==> src/rtl/masked_sbox_pkg.sv <==
// Shared types and defaults for the masked S-box sequencer and its datapath wrapper.
package masked_sbox_pkg;

   typedef enum logic [1:0] {
      ST_IDLE,
      ST_ISSUE,
      ST_DRAIN,
      ST_DONE
   } state_e;

   localparam int NBYTES_DEF = 16;
   localparam int LAT_DEF    = 2;
   localparam int RND_W_DEF  = 18;
   localparam int IDX_W      = $clog2(NBYTES_DEF);

   function automatic int idx_w(input int n);
      return (n > 1) ? $clog2(n) : 1;
   endfunction

endpackage

==> src/rtl/masked_sbox_seq_if.sv <==
// PRNG handshake and S-box datapath bus; master is the sequencer side.
interface masked_sbox_seq_if
   import masked_sbox_pkg::*;
#(
   parameter int RND_W = RND_W_DEF
) ();

   logic             rnd_valid;
   logic             rnd_ready;
   logic [RND_W-1:0] rnd_data;
   logic             sb_vld;
   logic [7:0]       sb_a;
   logic [7:0]       sb_m;
   logic [RND_W-1:0] sb_rnd;
   logic [7:0]       sb_ra;
   logic [7:0]       sb_rm;

   modport master (
      input  rnd_valid, rnd_data, sb_ra, sb_rm,
      output rnd_ready, sb_vld, sb_a, sb_m, sb_rnd
   );

   modport slave (
      output rnd_valid, rnd_data, sb_ra, sb_rm,
      input  rnd_ready, sb_vld, sb_a, sb_m, sb_rnd
   );

endinterface

==> src/rtl/masked_sbox_vpipe.sv <==
// LAT-deep valid+index shift pipeline tracking bytes in flight through the S-box datapath.
module masked_sbox_vpipe #(
   parameter int LAT = 2,
   parameter int IW  = 4
) (
   input  logic          clk,
   input  logic          rst_n,
   input  logic          push_i,
   input  logic [IW-1:0] idx_i,
   output logic          wb_vld_o,
   output logic [IW-1:0] wb_idx_o,
   output logic          empty_o
);

   logic [LAT:1]         vld_pipe_q;
   logic [LAT:1][IW-1:0] idx_pipe_q;

   always_ff @(posedge clk or negedge rst_n) begin
      if (!rst_n) begin
         vld_pipe_q <= '0;
         idx_pipe_q <= '0;
      end else begin
         vld_pipe_q[1] <= push_i;
         idx_pipe_q[1] <= idx_i;
         for (int k = 2; k <= LAT; k++) begin
            vld_pipe_q[k] <= vld_pipe_q[k-1];
            idx_pipe_q[k] <= idx_pipe_q[k-1];
         end
      end
   end

   assign wb_vld_o = vld_pipe_q[LAT];
   assign wb_idx_o = idx_pipe_q[LAT];

   // Stage LAT retires this cycle, so only earlier stages keep the pipe busy.
   always_comb begin
      empty_o = 1'b1;
      for (int k = 1; k < LAT; k++) begin
         if (vld_pipe_q[k]) empty_o = 1'b0;
      end
   end

endmodule

==> src/rtl/masked_sbox_seq.sv <==
// Time-shares one two-share masked S-box datapath across an NBYTES-byte state.
// Optional MASKED_SBOX_SEQ_ZEROIZE_EN: idle datapath inputs forced to 0, buffers wiped after done.
module masked_sbox_seq
   import masked_sbox_pkg::*;
#(
   parameter int NBYTES = NBYTES_DEF,
   parameter int LAT    = LAT_DEF,
   parameter int RND_W  = RND_W_DEF
) (
   input  logic                clk,
   input  logic                rst_n,
   input  logic                start,
   input  logic [8*NBYTES-1:0] st_in_a,
   input  logic [8*NBYTES-1:0] st_in_m,
   output logic [8*NBYTES-1:0] st_out_a,
   output logic [8*NBYTES-1:0] st_out_m,
   output logic                busy,
   output logic                done,
   masked_sbox_seq_if.master   sbif
);

   localparam int IW = idx_w(NBYTES);
   localparam logic [IW-1:0] LAST = IW'(NBYTES - 1);

   state_e                   state_q, state_d;
   logic [IW-1:0]            idx_q, idx_d;
   logic [NBYTES-1:0][7:0]   bufa_q, bufm_q;
   logic                     issue;
   logic                     wb_vld, pipe_empty;
   logic [IW-1:0]            wb_idx;
   logic [RND_W-1:0]         rnd_in;

   always_ff @(posedge clk or negedge rst_n) begin
      if (!rst_n) begin
         state_q <= ST_IDLE;
         idx_q   <= '0;
      end else begin
         state_q <= state_d;
         idx_q   <= idx_d;
      end
   end

   always_comb begin
      state_d        = state_q;
      idx_d          = idx_q;
      issue          = 1'b0;
      sbif.rnd_ready = 1'b0;
      case (state_q)
         ST_IDLE: begin
            if (start) begin
               state_d = ST_ISSUE;
               idx_d   = '0;
            end
         end
         ST_ISSUE: begin
            sbif.rnd_ready = 1'b1;
            if (sbif.rnd_valid) begin
               issue = 1'b1;
               if (idx_q == LAST) state_d = ST_DRAIN;
               else               idx_d   = idx_q + 1'b1;
            end
         end
         ST_DRAIN: begin
            if (pipe_empty) state_d = ST_DONE;
         end
         ST_DONE: state_d = ST_IDLE;
         default: state_d = ST_IDLE;
      endcase
   end

   // Issue order is strictly ascending, so writeback only touches already-issued bytes.
   always_ff @(posedge clk or negedge rst_n) begin
      if (!rst_n) begin
         bufa_q <= '0;
         bufm_q <= '0;
      end else if (state_q == ST_IDLE && start) begin
         bufa_q <= st_in_a;
         bufm_q <= st_in_m;
      end else begin
         if (wb_vld) begin
            bufa_q[wb_idx] <= sbif.sb_ra;
            bufm_q[wb_idx] <= sbif.sb_rm;
         end
`ifdef MASKED_SBOX_SEQ_ZEROIZE_EN
         if (state_q == ST_DONE) begin
            bufa_q <= '0;
            bufm_q <= '0;
         end
`endif
      end
   end

   masked_sbox_vpipe #(
      .LAT (LAT),
      .IW  (IW)
   ) u_vpipe (
      .clk      (clk),
      .rst_n    (rst_n),
      .push_i   (issue),
      .idx_i    (idx_q),
      .wb_vld_o (wb_vld),
      .wb_idx_o (wb_idx),
      .empty_o  (pipe_empty)
   );

   assign rnd_in      = sbif.rnd_data;
   assign sbif.sb_vld = issue;
`ifdef MASKED_SBOX_SEQ_ZEROIZE_EN
   assign sbif.sb_a   = issue ? bufa_q[idx_q] : 8'h00;
   assign sbif.sb_m   = issue ? bufm_q[idx_q] : 8'h00;
   assign sbif.sb_rnd = issue ? rnd_in : '0;
`else
   assign sbif.sb_a   = bufa_q[idx_q];
   assign sbif.sb_m   = bufm_q[idx_q];
   assign sbif.sb_rnd = rnd_in;
`endif

   assign st_out_a = bufa_q;
   assign st_out_m = bufm_q;
   assign busy     = (state_q != ST_IDLE);
   assign done     = (state_q == ST_DONE);

endmodule

==> src/flat_wrapper.sv <==
// flat-port wrapper written by rule: the top's interface ports become plain ports
module masked_sbox_seq_flat import masked_sbox_pkg::*;
#(
   parameter int NBYTES = NBYTES_DEF,
   parameter int LAT    = LAT_DEF,
   parameter int RND_W  = RND_W_DEF
)
  (clk, rst_n, start, st_in_a, st_in_m, st_out_a, st_out_m, busy, done, sbif_rnd_valid, sbif_rnd_data, sbif_sb_ra, sbif_sb_rm, sbif_rnd_ready, sbif_sb_vld, sbif_sb_a, sbif_sb_m, sbif_sb_rnd);
  masked_sbox_seq_if #(.RND_W(RND_W)) sbif_i ();
  input  logic clk;
  input  logic rst_n;
  input  logic start;
  input  logic [8*NBYTES-1:0] st_in_a;
  input  logic [8*NBYTES-1:0] st_in_m;
  output logic [8*NBYTES-1:0] st_out_a;
  output logic [8*NBYTES-1:0] st_out_m;
  output logic busy;
  output logic done;
  input wire logic [$bits(sbif_i.rnd_valid)-1:0] sbif_rnd_valid;
  input wire logic [$bits(sbif_i.rnd_data)-1:0] sbif_rnd_data;
  input wire logic [$bits(sbif_i.sb_ra)-1:0] sbif_sb_ra;
  input wire logic [$bits(sbif_i.sb_rm)-1:0] sbif_sb_rm;
  output wire logic [$bits(sbif_i.rnd_ready)-1:0] sbif_rnd_ready;
  output wire logic [$bits(sbif_i.sb_vld)-1:0] sbif_sb_vld;
  output wire logic [$bits(sbif_i.sb_a)-1:0] sbif_sb_a;
  output wire logic [$bits(sbif_i.sb_m)-1:0] sbif_sb_m;
  output wire logic [$bits(sbif_i.sb_rnd)-1:0] sbif_sb_rnd;
  assign sbif_i.rnd_valid = sbif_rnd_valid;
  assign sbif_i.rnd_data = sbif_rnd_data;
  assign sbif_i.sb_ra = sbif_sb_ra;
  assign sbif_i.sb_rm = sbif_sb_rm;
  assign sbif_rnd_ready = sbif_i.rnd_ready;
  assign sbif_sb_vld = sbif_i.sb_vld;
  assign sbif_sb_a = sbif_i.sb_a;
  assign sbif_sb_m = sbif_i.sb_m;
  assign sbif_sb_rnd = sbif_i.sb_rnd;
  masked_sbox_seq #(.NBYTES(NBYTES), .LAT(LAT), .RND_W(RND_W)) u_core (.clk(clk), .rst_n(rst_n), .start(start), .st_in_a(st_in_a), .st_in_m(st_in_m), .st_out_a(st_out_a), .st_out_m(st_out_m), .busy(busy), .done(done), .sbif(sbif_i));
endmodule
==> config.mk <==
export PLATFORM = sky130hd
export DESIGN_NAME = masked_sbox_seq_flat
export DESIGN_NICKNAME = d
export VERILOG_FILES = /design/src/rtl/masked_sbox_pkg.sv /design/src/rtl/masked_sbox_seq_if.sv /design/src/rtl/masked_sbox_vpipe.sv /design/src/rtl/masked_sbox_seq.sv /design/src/flat_wrapper.sv
export SDC_FILE = /design/constraint.sdc
export NUM_CORES = 1
export LEC_CHECK = 0
export CAP_MARGIN = 5
export CORE_AREA = 2 2 228 230
export CTS_CLUSTER_SIZE = 20
export DETAILED_ROUTE_END_ITERATION = 10
export DIE_AREA = 0 0 230 232
export SYNTH_ARGS = -nofsm -noshare
export SYNTH_HDL_FRONTEND = slang
export SYNTH_SLANG_ARGS = --single-unit
==> constraint.sdc <==
create_clock -name clk -period 2.64 [get_ports clk]
set_input_delay 0.528 -clock clk [delete_from_list [all_inputs] [get_ports clk]]
set_output_delay 0.528 -clock clk [all_outputs]
set_load 0.1 [all_outputs]
==> reports/metrics.csv, run 1 <==
stage,metric,value,unit
cts,cts_tree,done,
sta,max_freq,337,MHz
route,drc,0,
place,place_congestion,0.927,
cts,clock_latency,540,ps
synth,yosysSeqAreaShare,46.4,%
cells_and_area,final_cell_mix,"buf_4, mux2i_1, clkdlybuf4s50_1",
floorplan,design.core.area,50900,um2
global_routing,grt_pass1_wl,99600,um
floorplan,die_h,232,um
route,totalWireLength,69700,um
min_path,holdCritPathClass,flop to flop,
cts,cts_made_buffers,35,
cells_and_area,seq_area,6810,um2
synth,syn_area,14700,um2
status,outcome,"finished, violations left",
place,place_ws,93.7,ps
sta,fin_worst_skew,14.9,ps
status,violations,negative setup slack,
floorplan,num_rows,83,
sta,maxSlewHeadroom,57.1,%
synth,synthCells,1417,
floorplan,initial_core_util,28.9,%
route,drt_iter0_markers,960,
global_routing,antenna_found_initial,3,
setup_path,cp.required,2110,ps
global_routing,grt_max_degree,83,
floorplan,dieWidth,230,um
setup_path,cp_max_fo,13,
flow_run,max-cap-violations,0,
route,dr.pass1.iters,6,
sta,fin_crit,2960,ps
setup_path,crit_type,flop to output port,
synth,synth-seq-cells,272,
cts,h-tree-depth,2,
place,placed_area,20900,um2
sta,setup_viol,16,
place,place_hpwl,52700,um
cells_and_area,finalInstanceArea,22600,um2
route,viasPerCell,5.22,
place,portBuffers,551,
global_routing,grt_overflow_total,0,
cts,ctsRootBufferMaster,clkbuf_16,
setup_path,end_kind,output port,
global_routing,track_usage,25.4,%
cells_and_area,final_common_cell,buf_4,
route,postRouteAntennaNets,0,
floorplan,die_area,53400,um2
synth,yosysWarnings,0,
synth,synth.avg_cell_area,10.4,um2
floorplan,ios,588,
sta,post-route-period-util,112,%
cells_and_area,fillers,4859,
sta,rsz0062_at_grt,yes,
sta,drv_slew,0,
setup_path,cp-start-kind,flop,
cts,clock_sinks,272,
cells_and_area,multi_input_area,7470,um2
synth,synthDistinctLibCells,30,
setup_path,critPathArrivalTime,2440,ps
cts,cts.path.max_buffers,3,
cells_and_area,areaGrowthSynthToFinish,53.6,%
cells_and_area,nNetsFinal,2282,
sta,hold_viol,0,
cells_and_area,antenna_cells,0,
global_routing,grt_pass1_vias,14400,
sta,worstMarginPinSlew,642,ps
sta,holdWs,350,ps
cts,clk_pin_slew_worst_paths,60,ps
sta,setup_slack,-324,ps
cells_and_area,drive_above_1_share,28.0,%
route,wl_per_cell,26.0,um
synth,syn_nets,1717,
route,num_vias,14000,
## registers in the layout, indices dropped and copies added, names as in the netlist
name / flops
u_core.u_vpipe.vld_pipe_q: 2
u_core.state_q: 2
u_core.st_out_m: 128
u_core.st_out_a: 128
u_core.idx_q: 4
u_core.u_vpipe.idx_pipe_q: 4
u_core.u_vpipe.wb_idx_o: 4
## routing by layer
layer,GRT usage (%),vias up,wire length [um]
met1,29.4,6955,26500
met2,45.3,710,35200
met4,10.6,4,2700
met3,5.67,144,5220
li1,-,6190,-
met5,0,-,25
## path summary, 6_finish.rpt
path | start | to | slack, ps | cells past startpoint
setup / recovery | u_core.idx_q[0]$_DFFE_PN0P_ | sbif_sb_a[1] | -320 | 6
hold / removal | u_core.u_vpipe.idx_pipe_q[1]$_DFF_PN0_ | u_core.u_vpipe.wb_idx_o[1]$_DFF_PN0_ | 350 | 0
setup reg to reg | u_core.idx_q[0]$_DFFE_PN0P_ | u_core.idx_q[3]$_DFFE_PN0P_ | 460 | 7
hold reg to reg | u_core.u_vpipe.idx_pipe_q[1]$_DFF_PN0_ | u_core.u_vpipe.wb_idx_o[1]$_DFF_PN0_ | 350 | 0
max in group asynchronous | rst_n | u_core.st_out_a[2]$_DFFE_PN0P_ | 1240 | 4
min in group asynchronous | rst_n | u_core.st_out_a[48]$_DFFE_PN0P_ | 530 | 2
## stage by stage
| step | cells | TNS, ps | util [%] |
|---|---|---|---|
| 2_1_floorplan | 1417 | 0 | - |
| 3_3_place_gp | 2605 | 0 | 41.0 |
| 3_5_place_dp | 2605 | 0 | 41.0 |
| 4_1_cts | 2681 | -5620 | 44.0 |
| 5_1_grt | 2685 | -6110 | 44.3 |
| 6_report | 2685 | -4580 | 44.3 |
## synthesized netlist by cell type
cell	number	area, um2
a21o_1	1	7.51
a21oi_1	1	5.00
a221oi_1	33	289
a22oi_1	16	120
and2_1	3	18.8
and3_1	1	6.26
buf_2	50	250
buf_4	23	173
buf_6	11	124
clkbuf_1	57	214
dfrtp_1	272	6810
ha_1	6	75.1
inv_1	5	18.8
mux2_2	1	11.3
mux2i_1	321	3210
mux4_2	32	721
nand2_1	276	1040
nand2b_1	5	31.3
nand3_1	2	10.0
nand3b_1	3	22.5
nor2_1	2	7.51
nor2_2	9	56.3
nor2b_1	1	6.26
nor3b_2	1	12.5
o21ai_0	269	1350
o21ai_1	7	35.0
o22ai_1	1	6.26
o31ai_1	4	30.0
o32a_1	1	10.0
or3_1	3	18.8
## final cells by class
cell class	instances	area share, %
Sequential cell	272	30.2
Clock inverter	9	0.472
Inverter	5	0.0832
Tap cell	680	3.77
Timing Repair Buffer	669	27.8
Multi-Input combinational cell	999	33.1
Clock buffer	51	4.51
## critical path, cell delays in order (launching register included)
cell     delay, ps
dfrtp_4        490
buf_16         190
buf_12         130
mux4_2         550
a22oi_2        250
nand2_2         90
buf_12         170
## cells by family after synthesis
logic type / after synthesis / synth area share (%)
mux: 354 / 26.9
compound gates: 333 / 12.6
simple gates: 306 / 8.35
flops: 272 / 46.4
buf+inv: 146 / 5.31
fa+ha+maj: 6 / 0.511
## timing repair
item                       4_1_cts  5_1_grt
setup buffers                   12        5
hold endpoints to repair        43        0
resized for setup               30       42
hold buffers                     1        0
gates cloned                     3        0
pin swaps                        8        9
setup endpoints to repair       16       16
Power of run 1 is not shown: default switching activity piles up to over one toggle a cycle in this logic, so the estimate is an artifact.
==> run 2, diff against run 1 <==
--- a/config.mk
+++ b/config.mk
@@ -6,10 +6,13 @@
 export NUM_CORES = 1
 export LEC_CHECK = 0
 export CAP_MARGIN = 5
-export CORE_AREA = 2 2 228 230
+export CELL_PAD_IN_SITES_DETAIL_PLACEMENT = 0
+export CELL_PAD_IN_SITES_GLOBAL_PLACEMENT = 1
+export CORE_AREA = 4 4 229 231
 export CTS_CLUSTER_SIZE = 20
 export DETAILED_ROUTE_END_ITERATION = 10
-export DIE_AREA = 0 0 230 232
+export DIE_AREA = 0 0 233 235
+export PLACE_DENSITY_LB_ADDON = 0.1
 export SYNTH_ARGS = -nofsm -noshare
 export SYNTH_HDL_FRONTEND = slang
 export SYNTH_SLANG_ARGS = --single-unit
==> reports/metrics.csv, run 2 (synthesized netlist as in run 1, its figures left out) <==
stage,metric,value,unit
sta,worstMarginPinSlew,811,ps
route,postRouteAntennaNets,0,
sta,drv_slew,0,
route,viasPerCell,5.16,
cts,cts_made_buffers,37,
global_routing,grt_max_degree,73,
cts,clock_sinks,272,
min_path,holdCritPathClass,flop to flop,
floorplan,die_area,54800,um2
route,num_vias,13800,
sta,hold_viol,0,
setup_path,critPathLaunch,u_core.idx_q[0]$_DFFE_PN0P_,
sta,fin_crit,3000,ps
cells_and_area,final_core_util,45.0,%
cts,cts_tree,done,
cts,cts.path.max_buffers,3,
place,place_congestion,0.863,
setup_path,critPathArrivalTime,2470,ps
sta,fin_worst_skew,10.2,ps
floorplan,initial_core_util,29.3,%
route,dr.pass1.iters,4,
min_path,hold_start,u_core.u_vpipe.idx_pipe_q[1]$_DFF_PN0_,
setup_path,cp_max_fo,10,
setup_path,reg2reg_depth,7,
floorplan,num_rows,82,
place,portBuffers,551,
route,drc,0,
min_path,whs_path_depth,0,
sta,max_freq,333,MHz
place,place_ws,146,ps
cells_and_area,final_cell_mix,"buf_4, mux2i_1, clkdlybuf4s50_1",
cells_and_area,areaGrowthSynthToFinish,53.6,%
setup_path,crit_type,flop to output port,
setup_path,cp-start-kind,flop,
sta,maxSlewHeadroom,45.7,%
floorplan,ios,588,
cells_and_area,drive_above_1_share,27.4,%
floorplan,dieWidth,233,um
global_routing,grt_overflow_total,0,
route,wl_per_cell,28.4,um
global_routing,antenna_found_initial,4,
global_routing,grt_pass1_vias,14500,
sta,setup_viol,16,
setup_path,end_kind,output port,
cts,ctsRootBufferMaster,clkbuf_16,
setup_path,worstPathCellList,buf_4 > clkbuf_16 > mux2i_1 > a221oi_2 > a22oi_1 > nand2_2 > buf_12,
cts,clock_latency,550,ps
sta,post-route-period-util,114,%
status,violations,negative setup slack,
setup_path,reg2reg_from,u_core.idx_q[0]$_DFFE_PN0P_,
cts,h-tree-depth,2,
route,totalWireLength,75700,um
setup_path,cp.required,2110,ps
setup_path,critical-path-max-stage-delay,550,ps
cells_and_area,final_common_cell,buf_4,
flow_run,max-cap-violations,0,
floorplan,design.core.area,50100,um2
route,drt_iter0_markers,1070,
status,outcome,"finished, violations left",
global_routing,track_usage,26.5,%
place,place_hpwl,57300,um
setup_path,cp_slowest_cell,dfrtp_4,
sta,setup_slack,-362,ps
global_routing,grt_pass1_wl,107000,um
cells_and_area,nNetsFinal,2273,
cts,clk_pin_slew_worst_paths,50,ps
floorplan,die_h,235,um
sta,rsz0062_at_grt,yes,
-- run 2: changes by cell type in the layout (fill, tap and decap cells not counted), moves of 3 or more --
cell	delta
clkinvlp_4	-3
o21ai_0	+3
clkbuf_16	+8
diode_2	+3
buf_4	-11
a22oi_1	+5
a221oi_2	-4
a221oi_1	+4
a22oi_2	-5
buf_16	-3
-- run 2: layer usage --
metal / GRT usage, % / wire length, um / vias to the layer above / part of all wire (%)
li1: - / - / 6161 / -
met5: 0 / 13 / - / 0.017
met4: 10.1 / 2870 / 2 / 3.8
met1: 33.7 / 31200 / 6954 / 41
met3: 6.80 / 5490 / 123 / 7.2
met2: 43.4 / 36100 / 547 / 48
-- run 2: critical path: cells and delay by family (launching register included) --
family | cells | cell delay (ps)
AO/OA/AOI/OAI | 2 | 570
flip-flops | 1 | 550
buffers and inverters | 3 | 550
multiplexers | 1 | 130
AND/OR/NAND/NOR | 1 | 110
-- run 2: worst paths after layout --
| check | end | slack (ps) |
|---|---|---|
| max in group asynchronous | u_core.st_out_m[109]$_DFFE_PN0P_ | 1220 |
| min | u_core.u_vpipe.wb_idx_o[1]$_DFF_PN0_ | 350 |
| min reg2reg | u_core.u_vpipe.wb_idx_o[1]$_DFF_PN0_ | 350 |
| max reg2reg | u_core.idx_q[0]$_DFFE_PN0P_ | 380 |
| min in group asynchronous | u_core.st_out_a[115]$_DFFE_PN0P_ | 490 |
| max | sbif_sb_a[0] | -360 |
-- run 2: layout make-up --
cell class,count,area [um2]
Sequential cell,272,6810
Fill cell,4934,27500
Clock buffer,53,1100
Clock inverter,9,149
Tap cell,672,841
Antenna cell,3,7.51
Multi-Input combinational cell,999,7420
Inverter,5,18.8
Timing Repair Buffer,658,6210
-- run 2: per-stage QoR --
stage                     std cells  hold slack [ps]  TNS [ps]  instance area, um2
after floorplan                1417              232         0               14700
after global placement         2593              333         0               20900
after detailed placement       2593              335         0               20900
after CTS                      2659              348     -5160               22200
after global routing           2670              356     -5880               22600
final                          2671              347     -4630               22600
-- run 2: what timing repair did --
| item | 4_1_cts | 5_1_grt |
|---|---|---|
| hold buffers | 1 | 0 |
| setup endpoints to repair | 16 | 16 |
| buffers inserted | 3 | 5 |
| resized for setup | 23 | 36 |
| gates cloned | 0 | 5 |
| pin swaps | 6 | 24 |
| hold endpoints to repair | 47 | 0 |
Power of run 2 is left out for the same reason.
